--- src/rtl/dmem_ctrl.sv ---
// Data-memory controller between a stalling CPU port, a write-through
// no-write-allocate data cache and a fixed-latency data memory.
// Read hits complete in one cycle; read misses wait MEM_LAT cycles on memory,
// fill the cache line and respond; writes go to memory (and to the cache only
// when the line is already present) and respond after MEM_LAT cycles.
module dmem_ctrl #(
  parameter int MEM_LAT = 2
) (
  input  logic        clk,
  input  logic        reset,
  input  logic        cpu_req,
  input  logic        cpu_we,
  input  logic [7:0]  cpu_addr,
  input  logic [15:0] cpu_wdata,
  output logic [15:0] cpu_rdata,
  output logic        cpu_ready,
  output logic [7:0]  cache_addr,
  input  logic        cache_hit,
  input  logic [15:0] cache_rdata,
  output logic        cache_dwe,
  output logic [15:0] cache_wdata,
  output logic [7:0]  mem_addr,
  output logic        mem_we,
  output logic [15:0] mem_wdata,
  input  logic [15:0] mem_rdata,
  output logic [15:0] hit_count,
  output logic [15:0] miss_count
);

  localparam logic [2:0] IDLE = 3'd0;
  localparam logic [2:0] MRD  = 3'd1;
  localparam logic [2:0] FILL = 3'd2;
  localparam logic [2:0] MWR  = 3'd3;
  localparam logic [2:0] RESP = 3'd4;

  // Wait counter is loaded with the last index so MRD/MWR last MEM_LAT cycles.
  localparam logic [3:0] LAT_LAST = 4'(MEM_LAT - 1);

  // Statistics counters stick at all-ones instead of wrapping.
  function automatic logic [15:0] sat_inc(input logic [15:0] v);
    return (v == 16'hFFFF) ? v : v + 16'd1;
  endfunction

  logic [2:0]  state;
  logic        we_l;
  logic        hit_l;
  logic [7:0]  addr_l;
  logic [15:0] wdata_l;
  logic [15:0] rdata_r;
  logic [3:0]  wait_cnt;
  logic        accept;
  logic        first_mwr;

  assign accept    = (state == IDLE) && cpu_req;
  assign first_mwr = (state == MWR) && (wait_cnt == LAT_LAST);

  // Request capture: fields are sampled only at acceptance, so the CPU may
  // change them freely while the access is in flight.
  always_ff @(posedge clk or posedge reset) begin
    if (reset) begin
      we_l    <= 1'b0;
      hit_l   <= 1'b0;
      addr_l  <= 8'h00;
      wdata_l <= 16'h0000;
    end else if (accept) begin
      we_l    <= cpu_we;
      hit_l   <= cache_hit;
      addr_l  <= cpu_addr;
      wdata_l <= cpu_wdata;
    end
  end

  // Access sequencer: IDLE -> (RESP | MRD..FILL | MWR) -> RESP -> IDLE.
  always_ff @(posedge clk or posedge reset) begin
    if (reset) begin
      state    <= IDLE;
      wait_cnt <= 4'd0;
    end else begin
      case (state)
        IDLE: begin
          if (accept) begin
            wait_cnt <= LAT_LAST;
            if (cpu_we)         state <= MWR;
            else if (cache_hit) state <= RESP;
            else                state <= MRD;
          end
        end
        MRD: begin
          if (wait_cnt == 4'd0) state <= FILL;
          else                  wait_cnt <= wait_cnt - 4'd1;
        end
        FILL: state <= RESP;
        MWR: begin
          if (wait_cnt == 4'd0) state <= RESP;
          else                  wait_cnt <= wait_cnt - 4'd1;
        end
        RESP: state <= IDLE;
        default: state <= IDLE;
      endcase
    end
  end

  // Read-data register: loaded from the cache on a hit or from memory on
  // fill; writes leave it alone so the CPU sees the last read value.
  always_ff @(posedge clk or posedge reset) begin
    if (reset) begin
      rdata_r <= 16'h0000;
    end else if (accept && !cpu_we && cache_hit) begin
      rdata_r <= cache_rdata;
    end else if (state == FILL) begin
      rdata_r <= mem_rdata;
    end
  end

  // Hit/miss statistics, counted once per accepted read.
  always_ff @(posedge clk or posedge reset) begin
    if (reset) begin
      hit_count  <= 16'h0000;
      miss_count <= 16'h0000;
    end else if (accept && !cpu_we) begin
      if (cache_hit) hit_count  <= sat_inc(hit_count);
      else           miss_count <= sat_inc(miss_count);
    end
  end

  // Output decode: every strobe is a pure function of the state, so reset
  // clears them immediately and an aborted access never emits a write.
  always_comb begin
    cpu_ready   = (state == RESP);
    cpu_rdata   = rdata_r;
    cache_addr  = (state == IDLE) ? cpu_addr : addr_l;
    cache_dwe   = (state == FILL) || (first_mwr && hit_l);
    cache_wdata = (state == FILL) ? mem_rdata : wdata_l;
    mem_addr    = addr_l;
    mem_we      = first_mwr;
    mem_wdata   = wdata_l;
  end

endmodule

--- config.mk ---
export PLATFORM = sky130hd
export DESIGN_NAME = dmem_ctrl
export DESIGN_NICKNAME = d
export VERILOG_FILES = /design/src/rtl/dmem_ctrl.sv
export SDC_FILE = /design/constraint.sdc
export NUM_CORES = 1
export LEC_CHECK = 0
export CORE_AREA = 2 2 114 83
export DETAILED_ROUTE_END_ITERATION = 8
export DIE_AREA = 0 0 116 85
export GPL_ROUTABILITY_DRIVEN = 0
export PLACE_DENSITY = 0.95
export SLEW_MARGIN = 30
export SYNTH_ARGS = -nofsm -noshare
export SYNTH_HDL_FRONTEND = slang
export SYNTH_SLANG_ARGS = --single-unit
--- constraint.sdc ---
create_clock -name clk -period 7.35 [get_ports clk]
set_input_delay 2.205 -clock clk [delete_from_list [all_inputs] [get_ports clk]]
set_output_delay 2.205 -clock clk [all_outputs]
set_load 0.02 [all_outputs]
==> key figures <==
Die
  • Number of placement rows: 29
  • I/O Pins: 160
  • Effective utilization at floorplan: a little under half
  • Die Footprint: just under 10000 sq um
  • Die Height: 85 microns
  • Core ar.: about 8800 sq um
  • Die width: 116 microns

Clock network
  • Clock-pin slew of the registers on the worst-case setup and hold paths: approximately 0.06 ns
  • Clock latency at the later pin of the worst-skew pair: between 0.3 and 0.4 ns
  • CTS max path bufs: 2
  • Number of buffers inserted during clock tree synthesis: 9
  • Total setup buffers inserted after CTS: 0
  • Number of cells upsized or downsized after cts: 0
  • TritonCTS clock tree: built
  • Clock Tree Root: sky130_fd_sc_hd__clkbuf_16
  • Number of H-tree branching levels: 3
  • Clk sink count: 80
  • Hold bufs inserted after CTS: 0

Timing
  • Max Slew Vio Count: 0
  • Final critical-path share of the clock period: ~80%
  • Setup violators final: 0
  • Setup clock skew after layout: between 0.008 and 0.009 ns
  • Slew of the pin with the lowest slew margin: ~0.86 ns
  • Setup repair after global routing missed its margin: no
  • Minimum period implied by the final worst setup slack: 5.72 ns
  • Total negative slack: 0 ns
  • Fin. Hold Viols: 0
  • Highest achievable clock rate: roughly 170 MHz
  • Fin Hold WS: ~0.48 ns
  • Tightest slew margin relative to the limit: between 40 and 50%

Detailed routing
  • Post-detailed-route count of antenna-violating nets: 0
  • Routed length per instance: 16.6 microns
  • First-pass DRT Iterations: 4
  • Number of DRC markers after the initial detailed-route iteration: between 100 and 150
  • Vias after detailed routing: 3487
  • Remaining routing DRC violations: 0
  • Post-detailed-routing wire length: about 11000 microns
  • Per-cell via count in the routed design: 5.18

Global routing
  • Initial antenna violation count: 0
  • Largest net degree at the start of global routing: 45
  • Gr busiest metal: met2
  • Grt met1 use: between 20% and 30%
  • Wire length of the first global-routing pass: roughly 18000 microns
  • Met2 track demand over resource in global routing: 41.7%
  • Number of global-route vias before repair: ~3500
  • Met3 track utilization from global routing: under 10%
  • Remaining global-route overflow: 0
  • Global-route total usage across every layer: a little under a quarter

Yosys
  • Number of cells produced by synthesis: 387
  • Number of distinct standard cells referenced by the synthesized netlist: 41
  • Post-Syn Area per Cell: between 10 and 15 sq um
  • Count of warnings emitted by yosys: 0
  • Synthesized cell area: around 4000 sq um
  • Number of storage elements in the synthesis netlist: 80
  • Portion of the post-synthesis area used by sequential elements: around 50%
  • Commonest register cell after synthesis: sky130_fd_sc_hd__dfrtp_1
  • Post-synth EDFFs: 0
  • Mapped Nets: around 450
  • Share of flip-flops with an asynchronous set or reset: 100%

Worst setup path
  • Arrival @ worst endpoint: around 3.5 ns
  • Instance count on the critical path: 3
  • CP peak stage delay: 0.63 ns
  • Ordered list of cells on the worst path: clkdlybuf4s50_1 > mux2_2 > clkdlybuf4s50_1
  • Startpoint-to-endpoint class of the critical path: in2out
  • Critical path startpoint: mem_rdata[13]
  • Buf/Inv on CP: 2
  • Start of the worst register-to-register path: state[0]
  • Kind of end point of the critical path: primary output
  • Most frequent cell on the critical path: sky130_fd_sc_hd__clkdlybuf4s50_1
  • Slowest library cell on the worst path: sky130_fd_sc_hd__clkdlybuf4s50_1
  • Cell count of the worst reg-to-reg path: 4
  • Critical-path maximum fanout: 2
  • Kind of launch point of the worst setup path: input port
  • Worst path top cell family by delay: buffers and inverters
  • Data required time of the critical path: just over 5 ns

Layout
  • ANT cells: 0
  • Most used cells in the layout excluding fill and tap cells: 159 x sky130_fd_sc_hd__clkdlybuf4s50_1, 101 x sky130_fd_sc_hd__nand2_1, 80 x sky130_fd_sc_hd__dfrtp_1
  • Non-filler cells in the finished layout: 673
  • Number of nets in the finished design: 610
  • Fraction of layout cells with a size suffix above 1: about an eighth
  • Most common cell after layout, fill and taps aside: sky130_fd_sc_hd__clkdlybuf4s50_1
  • Signed area change from the synthesized netlist to the final layout: 51.1%

Placed design
  • Placed cell count: 657
  • HPWL Detailed: roughly 8300 microns
  • Count of input and output buffers: roughly 160

Min path
  • Number of cells traversed by the worst hold path: 1
  • Classification of the worst-slack hold path: reg2reg
  • Start point of the worst min-delay path: cpu_rdata[14]

Pwr
  • Maximum ir drop on the vdd rail: ~0.22 mV
  • Overall power: about 2.5 mW
  • Leak Pwr: about 2.8 nW
  • Areal power density over the cells: approximately 410 nW/um^2

Job
  • Count of maximum capacitance violations: 0

Status
  • Run status: finished clean
[final cells by class]
type / instances / area [sq um]
fillers: 693 / 2680
flip-flops and latches: 80 / 2000
multi-input cells: 289 / 1960
repair buffers: 162 / 1650
clock buffers: 12 / 256
well taps: 124 / 155
clock inverters: 3 / 65.1
inverters: 3 / 12.5
[power breakdown]
part	switching, mW	internal (mW)	total (mW)
registers	0.133	0.589	0.723
logic	0.654	0.625	1.28
clock network	0.164	0.314	0.478
[synthesized netlist by cell type (5+ instances only)]
master,instances,area [sq um]
sky130_fd_sc_hd__mux2i_1,12,120
sky130_fd_sc_hd__nor3b_1,6,45.0
sky130_fd_sc_hd__a21o_1,7,52.6
sky130_fd_sc_hd__nor2_1,8,30.0
sky130_fd_sc_hd__nand3_1,6,30.0
sky130_fd_sc_hd__nand4_1,8,50.1
sky130_fd_sc_hd__buf_2,8,40.0
sky130_fd_sc_hd__nor4_1,8,50.1
sky130_fd_sc_hd__o21ai_0,10,50.1
sky130_fd_sc_hd__a22o_1,5,43.8
sky130_fd_sc_hd__nand2_1,102,383
sky130_fd_sc_hd__nor3_1,14,70.1
sky130_fd_sc_hd__dfrtp_1,80,2000
sky130_fd_sc_hd__and3_1,5,31.3
sky130_fd_sc_hd__xor2_1,30,263
sky130_fd_sc_hd__mux2_2,26,293
[through the flow]
step	instance area (sq um)	utilization (%)	worst slack (ns)
2_1_floorplan	4040	-	2.63
3_3_place_gp	5710	65.0	1.66
3_5_place_dp	5750	65.5	1.63
4_1_cts	6070	69.1	1.63
5_1_grt	6100	69.5	1.61
6_report	6100	69.5	1.63
[state kept, by name (all words and copies together), names as in the netlist]
| signal | cells |
|---|---|
| cpu_rdata | 16 |
| hit_count | 16 |
| mem_wdata | 16 |
| miss_count | 16 |
| mem_addr | 8 |
| wait_cnt | 4 |
| state | 3 |
| hit_l | 1 |
[logic make-up (layout without fill, tap and decap cells)]
kind of cell,after synthesis,count (layout),share of synthesized area (%)
adder cells (fa/ha/maj),4,4,1.24
XOR/XNOR,32,32,6.94
buffers and inverters,18,180,2.57
multiplexers,39,39,10.6
AND/OR/NAND/NOR,187,187,24.7
flip-flops,80,80,49.6
AO/OA/AOI/OAI,27,27,4.40
[worst reg2reg max path: stages, from the launching register on]
cell and delay (ns):
sky130_fd_sc_hd__dfrtp_1 0.49, sky130_fd_sc_hd__nor3_4 0.77, sky130_fd_sc_hd__nand2_2 0.42, sky130_fd_sc_hd__nor3_1 0.33, sky130_fd_sc_hd__mux2_2 0.36
[metal layers]
| metal | wire length, microns | vias up |
|---|---|---|
| li1 | - | 1653 |
| met1 | 4700 | 1717 |
| met2 | 5870 | 104 |
| met3 | 496 | 13 |
| met4 | 139 | 0 |
| met5 | 0 | - |
[path summary, 6_finish.rpt]
path,slack (ns),to
hold / removal,0.48,cpu_rdata[14]
max in group asynchronous,4.45,cpu_rdata[2]
setup / recovery,1.63,cache_wdata[13]
setup reg to reg,4.85,hit_count[12]
min in group asynchronous,2.33,hit_count[6]
hold reg to reg,0.48,cpu_rdata[14]
Note: power is estimated with default switching activity, not from simulation.
